[src/rtl/mem_fill_ctrl.sv]
// mem_fill_ctrl: fills a memory range with a constant or arithmetic progression.
// Define MEM_FILL_VERIFY_EN to add a read-back verify pass after the write pass.
module mem_fill_ctrl #(
  parameter int DATA_WIDTH    = 32,
  parameter int ADDRESS_WIDTH = 12
) (
  input  logic                     clk,
  input  logic                     rst,
  input  logic                     start,
  input  logic [ADDRESS_WIDTH-1:0] base_addr,
  input  logic [ADDRESS_WIDTH:0]   count,
  input  logic [DATA_WIDTH-1:0]    fill_data,
  input  logic [DATA_WIDTH-1:0]    fill_step,
  output logic                     busy,
  output logic                     done,
  output logic                     mem_wEn,
  output logic [ADDRESS_WIDTH-1:0] mem_addr,
  output logic [DATA_WIDTH-1:0]    mem_dataIn,
  input  logic [DATA_WIDTH-1:0]    mem_dataOut,
  output logic                     verify_err,
  output logic [ADDRESS_WIDTH-1:0] err_addr
);
  typedef enum logic [1:0] {IDLE, WRITE, VERIFY, DONE} state_t;
`ifdef MEM_FILL_VERIFY_EN
  localparam state_t POST_WRITE = VERIFY;
`else
  localparam state_t POST_WRITE = DONE;
`endif
  localparam logic [ADDRESS_WIDTH:0]   ONE_W = 1;
  localparam logic [ADDRESS_WIDTH-1:0] ONE_A = 1;
  state_t                   state_q, state_d;
  logic [ADDRESS_WIDTH:0]   idx_q, idx_d, cnt_q, cnt_d;
  logic [DATA_WIDTH-1:0]    step_q, step_d, mem_dataIn_q, mem_dataIn_d;
  logic [ADDRESS_WIDTH-1:0] mem_addr_q, mem_addr_d;
  logic                     mem_wEn_q, mem_wEn_d;
  logic                     go, last_wr;
`ifdef MEM_FILL_VERIFY_EN
  logic [ADDRESS_WIDTH-1:0] base_q, base_d, err_addr_q, err_addr_d;
  logic [DATA_WIDTH-1:0]    exp_q, exp_d;
  logic                     verify_err_q, verify_err_d;
`endif

  assign go      = state_q == IDLE && start;
  assign last_wr = state_q == WRITE && idx_q + ONE_W == cnt_q;

  always_ff @(posedge clk or posedge rst)
    if (rst) state_q <= IDLE;
    else     state_q <= state_d;

  always_comb begin
    state_d = state_q;
    case (state_q)
      IDLE:    state_d = start ? (count == '0 ? DONE : WRITE) : IDLE;
      WRITE:   state_d = last_wr ? POST_WRITE : WRITE;
      VERIFY:  state_d = idx_q == cnt_q ? DONE : VERIFY;
      default: state_d = IDLE;
    endcase
  end

  // Data and expected value advance with running adders; the verify pass
  // rewinds the address to the base and re-walks the same range.
  always_comb begin
    idx_d        = idx_q;
    cnt_d        = cnt_q;
    step_d       = step_q;
    mem_wEn_d    = 1'b0;
    mem_addr_d   = mem_addr_q;
    mem_dataIn_d = mem_dataIn_q;
`ifdef MEM_FILL_VERIFY_EN
    base_d       = base_q;
    exp_d        = exp_q;
    verify_err_d = verify_err_q;
    err_addr_d   = err_addr_q;
`endif
    if (go) begin
      idx_d        = '0;
      cnt_d        = count;
      step_d       = fill_step;
      mem_wEn_d    = count != '0;
      mem_addr_d   = base_addr;
      mem_dataIn_d = fill_data;
`ifdef MEM_FILL_VERIFY_EN
      base_d       = base_addr;
      exp_d        = fill_data;
      verify_err_d = 1'b0;
      err_addr_d   = count != '0 ? '0 : err_addr_q;
`endif
    end else if (state_q == WRITE) begin
      idx_d        = last_wr ? '0 : idx_q + ONE_W;
      mem_wEn_d    = !last_wr;
      mem_addr_d   = mem_addr_q + ONE_A;
      mem_dataIn_d = mem_dataIn_q + step_q;
`ifdef MEM_FILL_VERIFY_EN
      if (last_wr) mem_addr_d = base_q;
    end else if (state_q == VERIFY && idx_q != cnt_q) begin
      idx_d      = idx_q + ONE_W;
      mem_addr_d = mem_addr_q + ONE_A;
      exp_d      = exp_q + step_q;
      if (mem_dataOut != exp_q && !verify_err_q) begin
        verify_err_d = 1'b1;
        err_addr_d   = mem_addr_q;
      end
`endif
    end
  end

  always_ff @(posedge clk or posedge rst)
    if (rst) begin
      idx_q        <= '0;
      cnt_q        <= '0;
      step_q       <= '0;
      mem_wEn_q    <= 1'b0;
      mem_addr_q   <= '0;
      mem_dataIn_q <= '0;
`ifdef MEM_FILL_VERIFY_EN
      base_q       <= '0;
      exp_q        <= '0;
      verify_err_q <= 1'b0;
      err_addr_q   <= '0;
`endif
    end else begin
      idx_q        <= idx_d;
      cnt_q        <= cnt_d;
      step_q       <= step_d;
      mem_wEn_q    <= mem_wEn_d;
      mem_addr_q   <= mem_addr_d;
      mem_dataIn_q <= mem_dataIn_d;
`ifdef MEM_FILL_VERIFY_EN
      base_q       <= base_d;
      exp_q        <= exp_d;
      verify_err_q <= verify_err_d;
      err_addr_q   <= err_addr_d;
`endif
    end

  assign busy       = state_q == WRITE || state_q == VERIFY;
  assign done       = state_q == DONE;
  assign mem_wEn    = mem_wEn_q;
  assign mem_addr   = mem_addr_q;
  assign mem_dataIn = mem_dataIn_q;
`ifdef MEM_FILL_VERIFY_EN
  assign verify_err = verify_err_q;
  assign err_addr   = err_addr_q;
`else
  logic unused_dataout;
  assign unused_dataout = ^mem_dataOut;
  assign verify_err     = 1'b0;
  assign err_addr       = '0;
`endif
endmodule

[config.mk]
export PLATFORM = sky130hd
export DESIGN_NAME = mem_fill_ctrl
export DESIGN_NICKNAME = d
export VERILOG_FILES = /design/src/rtl/mem_fill_ctrl.sv
export SDC_FILE = /design/constraint.sdc
export NUM_CORES = 1
export LEC_CHECK = 0
export ABC_AREA = 1
export CORE_ASPECT_RATIO = 0.7
export CORE_MARGIN = 1.5
export CORE_UTILIZATION = 51
export CTS_CLUSTER_SIZE = 20
export DETAILED_ROUTE_END_ITERATION = 8
export HOLD_SLACK_MARGIN = 0.12
export PLACE_DENSITY = 0.83
export SKIP_CTS_REPAIR_TIMING = 1
export SLEW_MARGIN = 20
export SYNTH_ARGS = -nofsm -noshare
export SYNTH_HDL_FRONTEND = slang
export SYNTH_SLANG_ARGS = --single-unit
[constraint.sdc]
create_clock -name clk -period 4.33 [get_ports clk]
set_input_delay 1.299 -clock clk [delete_from_list [all_inputs] [get_ports clk]]
set_output_delay 1.299 -clock clk [all_outputs]
set_load 0.005 [all_outputs]
==> impl_metrics.env, run 1 <==
export IMPL_dieArea_sq_um=15200
export IMPL_post_drt_wl_per_cell_um=15.45
export IMPL_status="finished, final reports clean"
export IMPL_placed_area_sq_um=8887
export IMPL_cts_buffer_depth=2
export IMPL_crit_required_ps=3030
export IMPL_gr_total_overflow=0
export IMPL_leakage_nw=4.618
export IMPL_first_iter_violations=722
export IMPL_grt_pass1_wl_um=35880
export IMPL_ios=184
export IMPL_num_vias=7669
export IMPL_synthTopCellsByArea="dfrtp_1 (36%), nand2_1 (20%), ha_1 (6.3%), nor2_1 (5.9%), nand3_1 (5.5%)"
export IMPL_finalCritPeriodShare_pct=67.62
export IMPL_seqPwrFrac_pct=25.3
export IMPL_ys_warn_count=0
export IMPL_numCtsBuffers=9
export IMPL_final_nets=1385
export IMPL_p_int_mw=3.916
export IMPL_ys_seq_area_share_pct=35.62
export IMPL_cp_start_kind="flop"
export IMPL_layout_drive_gt1_share_pct=3.502
export IMPL_rsz0062_at_grt="no"
export IMPL_power_switching_mw=3.749
export IMPL_worstPathArrival_ps=1630
export IMPL_dr_pass1_iters=5
export IMPL_die_width_um=146.7
export IMPL_tns_ps=0
export IMPL_rows=36
export IMPL_ys_ff_latch=105
export IMPL_fin_skew_ps=9.798
export IMPL_diodes=0
export IMPL_clkPwrFrac_pct=12.2
export IMPL_fin_crit_ps=2928
export IMPL_grt_pass1_vias=7069
export IMPL_p_sw_share_pct=48.91
export IMPL_relSlewSlack_pct=45.61
export IMPL_synth_cell_types=42
export IMPL_cts_max_level=3
export IMPL_core_sq_um=14010
export IMPL_cp_slowest_cell="clkdlybuf4s50_1"
export IMPL_finalSetupViolCount=0
export IMPL_p_comb_share_pct=62.6
export IMPL_maxCapViolCount=0
export IMPL_critPathMaxFanout=3
export IMPL_globalplace_congestion=0.9896
export IMPL_syn_inst=1102
export IMPL_dp_hpwl_um=16140
export IMPL_crit_chain="inv_1, ha_1, clkdlybuf4s50_1"
export IMPL_synthesis_area_sq_um=7376
export IMPL_die_height_um=103.6
export IMPL_grt_use_total_pct=29.49
export IMPL_synth_top_area_share_pct=35.62
export IMPL_synth_top_area_cell="dfrtp_1"
export IMPL_drtAntennaViolNets=0
export IMPL_rrSetupSlack_ps=1750
export IMPL_area_growth_pct=24.95
export IMPL_stdcell_area_sq_um=9216
export IMPL_cts_root_buf="clkbuf_16"
export IMPL_hold_path_class="reg2reg"
export IMPL_wl_um=21910
export IMPL_start_util_pct=52.65
export IMPL_cts_tree="yes"
export IMPL_worst_slew_pin_slew_ps=815.8
export IMPL_antenna_found_initial=0
export IMPL_cts_sinks=105
export IMPL_report_final_slew_viol_count=0
export IMPL_critPathTopFamily="buffers and inverters"
export IMPL_ir_drop_mv=0.3394
export IMPL_fmax_ghz=0.3415
export IMPL_clk_pin_slew_ps=80
export IMPL_grt_max_degree=110
export IMPL_io_buffers=138
export IMPL_hold_viol=0
export IMPL_p_per_area_nw_per_um2=831.7
export IMPL_drc=0
export IMPL_endpoint_kind="output port"
export IMPL_cp_slowest_stage_delay_ps=510
export IMPL_avgViaCountPerCell=5.408
export IMPL_path_class="reg2out"
export IMPL_crit_buf_inv=2
export IMPL_total_power_mw=7.665
export IMPL_avgSynthCellArea_sq_um=6.693
export IMPL_clk_latency_ps=360
==> routing by layer <==
| layer | vias to the layer above | global-route usage (%) | wire length [um] |
|---|---|---|---|
| met4 | 0 | 6.205 | 297 |
| met1 | 3529 | 46.15 | 10490 |
| met3 | 26 | 5.727 | 2146 |
| met2 | 370 | 41.54 | 8976 |
| li1 | 3744 | - | - |
| met5 | - | 0 | 0 |
==> worst reg2reg max path: stages, from the launching register on <==
cell	delay, ps
dfrtp_1	400
inv_1	90
ha_1	590
buf_4	330
inv_1	140
nor2_1	170
clkinv_1	330
o221ai_1	340
inv_1	80
==> metrics by stage <==
step	instances	hold slack, ps	util (%)	setup WS (ps)
global placement	1402	470.7	63.44	1213
CTS	1418	496.2	65.79	1403
finish	1418	496.4	65.79	1402
floorplan	1114	452.8	-	270.5
detailed placement	1402	472.5	63.44	1191
global route	1418	508.2	65.79	1357
==> layout by cell type (no fill, tap or decap), types with 13 or more instances in the layout <==
| cell | count |
|---|---|
| xor2_1 | 18 |
| o21ai_0 | 51 |
| conb_1 | 13 |
| nand3_1 | 81 |
| ha_1 | 37 |
| a21oi_1 | 58 |
| nand2_1 | 396 |
| dfrtp_1 | 105 |
| nor2_1 | 115 |
| clkdlybuf4s50_1 | 138 |
| inv_1 | 105 |
==> synthesized netlist by cell type <==
cell       count
a22oi_1        1
o311ai_0       1
o21bai_1       3
nand4_1        9
buf_1          2
xnor2_1        4
conb_1         1
o211ai_1       3
nand2_2        1
nor2_4         2
a21oi_1       58
dfrtp_1      105
buf_4         15
clkbuf_1      25
buf_2          3
a31oi_1        4
nor3_1        12
or2_2          8
nor2_2         4
ha_1          37
a211oi_1       1
and2_1         1
o21ai_0       51
xor2_1        18
nand3_2        3
o221ai_1       6
o2111ai_1      1
o21a_1         3
nor4_1         1
nand3b_1       5
and2_0         1
nor2_1       116
nand2_1      397
clkinv_1       1
o22ai_1        5
buf_6          1
fa_1           1
a21boi_0       1
nor3b_1        2
inv_1        107
nand3_1       81
o41ai_1        1
==> area by class of cell <==
cell class / instances / area, sq um
clock inverters: 5 / 86.33
multi-input cells: 855 / 4163
repair buffers: 144 / 1451
clock buffers: 11 / 242.7
fillers: 1246 / 4792
well taps: 190 / 237.7
inverters: 108 / 407.9
flip-flops and latches: 105 / 2628
==> power groups by stage <==
stage	logic, mW	clock network (mW)	registers [mW]
detailed placement	4.67	0	1.93
global placement	4.56	0	1.92
floorplan	3.26	0	1.80
global route	5.40	0.979	1.99
CTS	4.73	0.937	1.93
finish	4.80	0.931	1.94
==> state kept, by name, indices dropped and copies added, names as in the netlist <==
name,flops
mem_dataIn,32
mem_wEn,1
cnt_q,13
idx_q,13
state_q,2
mem_addr,12
step_q,32
==> final timing paths <==
kind,startpoint,end,cells past startpoint
max,state_q[0],busy,3
min,step_q[22],step_q[22],2
max reg2reg,state_q[1],mem_dataIn[8],8
min reg2reg,step_q[22],step_q[22],2
max in group asynchronous,rst,step_q[11],3
min in group asynchronous,rst,mem_addr[1],2
==> cell families after synthesis <==
logic type / after synthesis / synth area share, %
compound gates: 139 / 10.45
simple gates: 643 / 35.96
buf+inv: 154 / 8.753
flops: 105 / 35.62
other cells: 1 / 0.05084
fa+ha+maj: 38 / 6.548
xor+xnor: 22 / 2.612
Power figures use the tool's default switching activity.
==> run 2, diff against run 1 <==
--- a/config.mk
+++ b/config.mk
@@ -8,11 +8,11 @@
 export ABC_AREA = 1
 export CORE_ASPECT_RATIO = 0.7
 export CORE_MARGIN = 1.5
-export CORE_UTILIZATION = 51
+export CORE_UTILIZATION = 46
 export CTS_CLUSTER_SIZE = 20
 export DETAILED_ROUTE_END_ITERATION = 8
 export HOLD_SLACK_MARGIN = 0.12
-export PLACE_DENSITY = 0.83
+export PLACE_DENSITY = 0.79
 export SKIP_CTS_REPAIR_TIMING = 1
 export SLEW_MARGIN = 20
 export SYNTH_ARGS = -nofsm -noshare
==> constraint.sdc (replaced) <==
create_clock -name clk -period 2.5 [get_ports clk]
set_input_delay 0.75 -clock clk [delete_from_list [all_inputs] [get_ports clk]]
set_output_delay 0.75 -clock clk [all_outputs]
set_load 0.005 [all_outputs]
==> impl_metrics.env, run 2 (synthesis results as in run 1) <==
export IMPL_worst_slew_pin_slew_ps=598.2
export IMPL_grt_use_total_pct=26.75
export IMPL_rows=38
export IMPL_p_per_area_nw_per_um2=1412
export IMPL_num_vias=7508
export IMPL_first_iter_violations=641
export IMPL_fillers=1540
export IMPL_cp_slowest_stage_delay_ps=500
export IMPL_p_sw_share_pct=49.25
export IMPL_path_class="reg2out"
export IMPL_r2r_end="mem_dataIn[27]"
export IMPL_grt_pass1_wl_um=35110
export IMPL_layout_common_cells="nand2_1 (395), clkdlybuf4s50_1 (138), nor2_1 (115)"
export IMPL_hold_viol=0
export IMPL_crit_chain="inv_1, ha_1, clkdlybuf4s50_1"
export IMPL_holdPathStages=2
export IMPL_hold_path_class="reg2reg"
export IMPL_cts_tree="yes"
export IMPL_clkPwrFrac_pct=11.0
export IMPL_io_buffers=138
export IMPL_avgViaCountPerCell=5.228
export IMPL_fin_crit_ps=2384
export IMPL_worstPathArrival_ps=1630
export IMPL_rrSetupSlack_ps=160
export IMPL_grt_pass1_vias=6931
export IMPL_crit_buf_inv=2
export IMPL_leakage_nw=4.641
export IMPL_cts_buffer_depth=2
export IMPL_critPathMaxFanout=3
export IMPL_crit_required_ps=1750
export IMPL_seqPwrFrac_pct=25.4
export IMPL_drc=0
export IMPL_antenna_found_initial=0
export IMPL_gr_total_overflow=0
export IMPL_power_switching_mw=6.445
export IMPL_dr_pass1_iters=5
export IMPL_maxCapViolCount=0
export IMPL_cts_sinks=105
export IMPL_ios=184
export IMPL_clk_latency_ps=370
export IMPL_fmax_ghz=0.4194
export IMPL_rsz0062_at_grt="no"
export IMPL_ir_drop_mv=0.6435
export IMPL_crit_end="busy"
export IMPL_crit_cells=3
export IMPL_start_util_pct=47.30
export IMPL_final_nets=1393
export IMPL_cts_root_buf="clkbuf_16"
export IMPL_tns_ps=0
export IMPL_globalplace_congestion=0.9421
export IMPL_grt_max_degree=106
export IMPL_finalCritPeriodShare_pct=95.37
export IMPL_mostFrequentLayoutCell="nand2_1"
export IMPL_clk_pin_slew_ps=80
export IMPL_wl_um=21610
export IMPL_dp_hpwl_um=16580
export IMPL_hold_worst_slack_ps=491.3
export IMPL_fin_skew_ps=15.86
export IMPL_die_height_um=108.9
export IMPL_r2r_start="mem_dataIn[2]"
export IMPL_critPathTopFamily="buffers and inverters"
export IMPL_cp_slowest_cell="clkdlybuf4s50_1"
export IMPL_relSlewSlack_pct=60.12
export IMPL_critPathLaunch="state_q[0]"
export IMPL_area_growth_pct=25.63
export IMPL_p_comb_share_pct=63.6
export IMPL_endpoint_kind="output port"
export IMPL_layout_drive_gt1_share_pct=4.288
export IMPL_die_width_um=154.4
export IMPL_r2r_cells=12
export IMPL_status="finished, final reports clean"
export IMPL_numCtsBuffers=9
export IMPL_report_final_slew_viol_count=0
export IMPL_core_sq_um=15600
export IMPL_cts_max_level=3
export IMPL_cp_start_kind="flop"
export IMPL_drtAntennaViolNets=0
export IMPL_diodes=0
export IMPL_dieArea_sq_um=16820
export IMPL_finalSetupViolCount=0
export IMPL_post_drt_wl_per_cell_um=15.05
export IMPL_p_int_mw=6.641
run 2: cell count changes in the layout (fill, tap and decap cells not counted), sizes merged:
cell	delta
bufinv	-2
inv	+3
clkbuf	-2
buf	+8
clkinvlp	+1
run 2: stage by stage:
stage / area, sq um / power (mW) / std cells / util, % / setup WS, ps
3_5_place_dp: 8966 / 11.48 / 1419 / 57.49 / 137.8
2_1_floorplan: 7425 / 8.772 / 1114 / - / 490.5
3_3_place_gp: 8966 / 11.25 / 1419 / 57.49 / 199.8
6_report: 9266 / 13.09 / 1436 / 59.42 / 115.8
4_1_cts: 9256 / 12.98 / 1435 / 59.35 / 113.3
5_1_grt: 9266 / 14.35 / 1436 / 59.42 / 10.35
run 2: worst min path at each step:
stage | from | endpoint | slack, ps
floorplan | step_q[0] | step_q[0] | 450
global placement | step_q[22] | step_q[22] | 470
detailed placement | step_q[22] | step_q[22] | 470
CTS | step_q[22] | step_q[22] | 490
global route | step_q[26] | step_q[26] | 510
finish | step_q[22] | step_q[22] | 490
run 2: layer usage:
layer / share of wire, % / global-route usage, %
met1: 49 / 39.89
met2: 41 / 39.95
met3: 8.9 / 5.962
met4: 0.95 / 5.014
met5: 0 / 0
run 2: power groups by stage:
stage | combinational, mW | sequential (mW) | clock [mW]
3_3_place_gp | 7.92 | 3.33 | 0
2_1_floorplan | 5.65 | 3.12 | 0
3_5_place_dp | 8.16 | 3.32 | 0
4_1_cts | 8.20 | 3.31 | 1.46
6_report | 8.32 | 3.32 | 1.44
5_1_grt | 9.41 | 3.42 | 1.52
run 2: worst reg2reg max path: stages, from the launching register on:
cell and delay (ps):
dfrtp_1 410, ha_1 370, nand2_1 90, o21ai_0 390, nand2_1 100, nand2_1 170, nand2_1 70, nand2_1 190
nand2_1 130, nand3_1 100, nand3_1 80, nand2_1 90, nand2_1 50
run 2: cell type report:
| class | instances | area [sq um] | area share [%] |
|---|---|---|---|
| Clock buffer | 9 | 225.2 | 2.430 |
| Timing Repair Buffer | 152 | 1524 | 16.45 |
| Sequential cell | 105 | 2628 | 28.36 |
| Clock inverter | 7 | 65.06 | 0.7021 |
| Multi-Input combinational cell | 855 | 4165 | 44.95 |
| Tap cell | 200 | 250.2 | 2.701 |
| Inverter | 108 | 409.1 | 4.415 |
==> run 3, diff against run 2 <==
--- a/config.mk
+++ b/config.mk
@@ -13,7 +13,6 @@
 export DETAILED_ROUTE_END_ITERATION = 8
 export HOLD_SLACK_MARGIN = 0.12
 export PLACE_DENSITY = 0.79
-export SKIP_CTS_REPAIR_TIMING = 1
 export SLEW_MARGIN = 20
 export SYNTH_ARGS = -nofsm -noshare
 export SYNTH_HDL_FRONTEND = slang
==> results of run 3 <==
The final DEF is identical to that of run 2; final timing and power are the same.
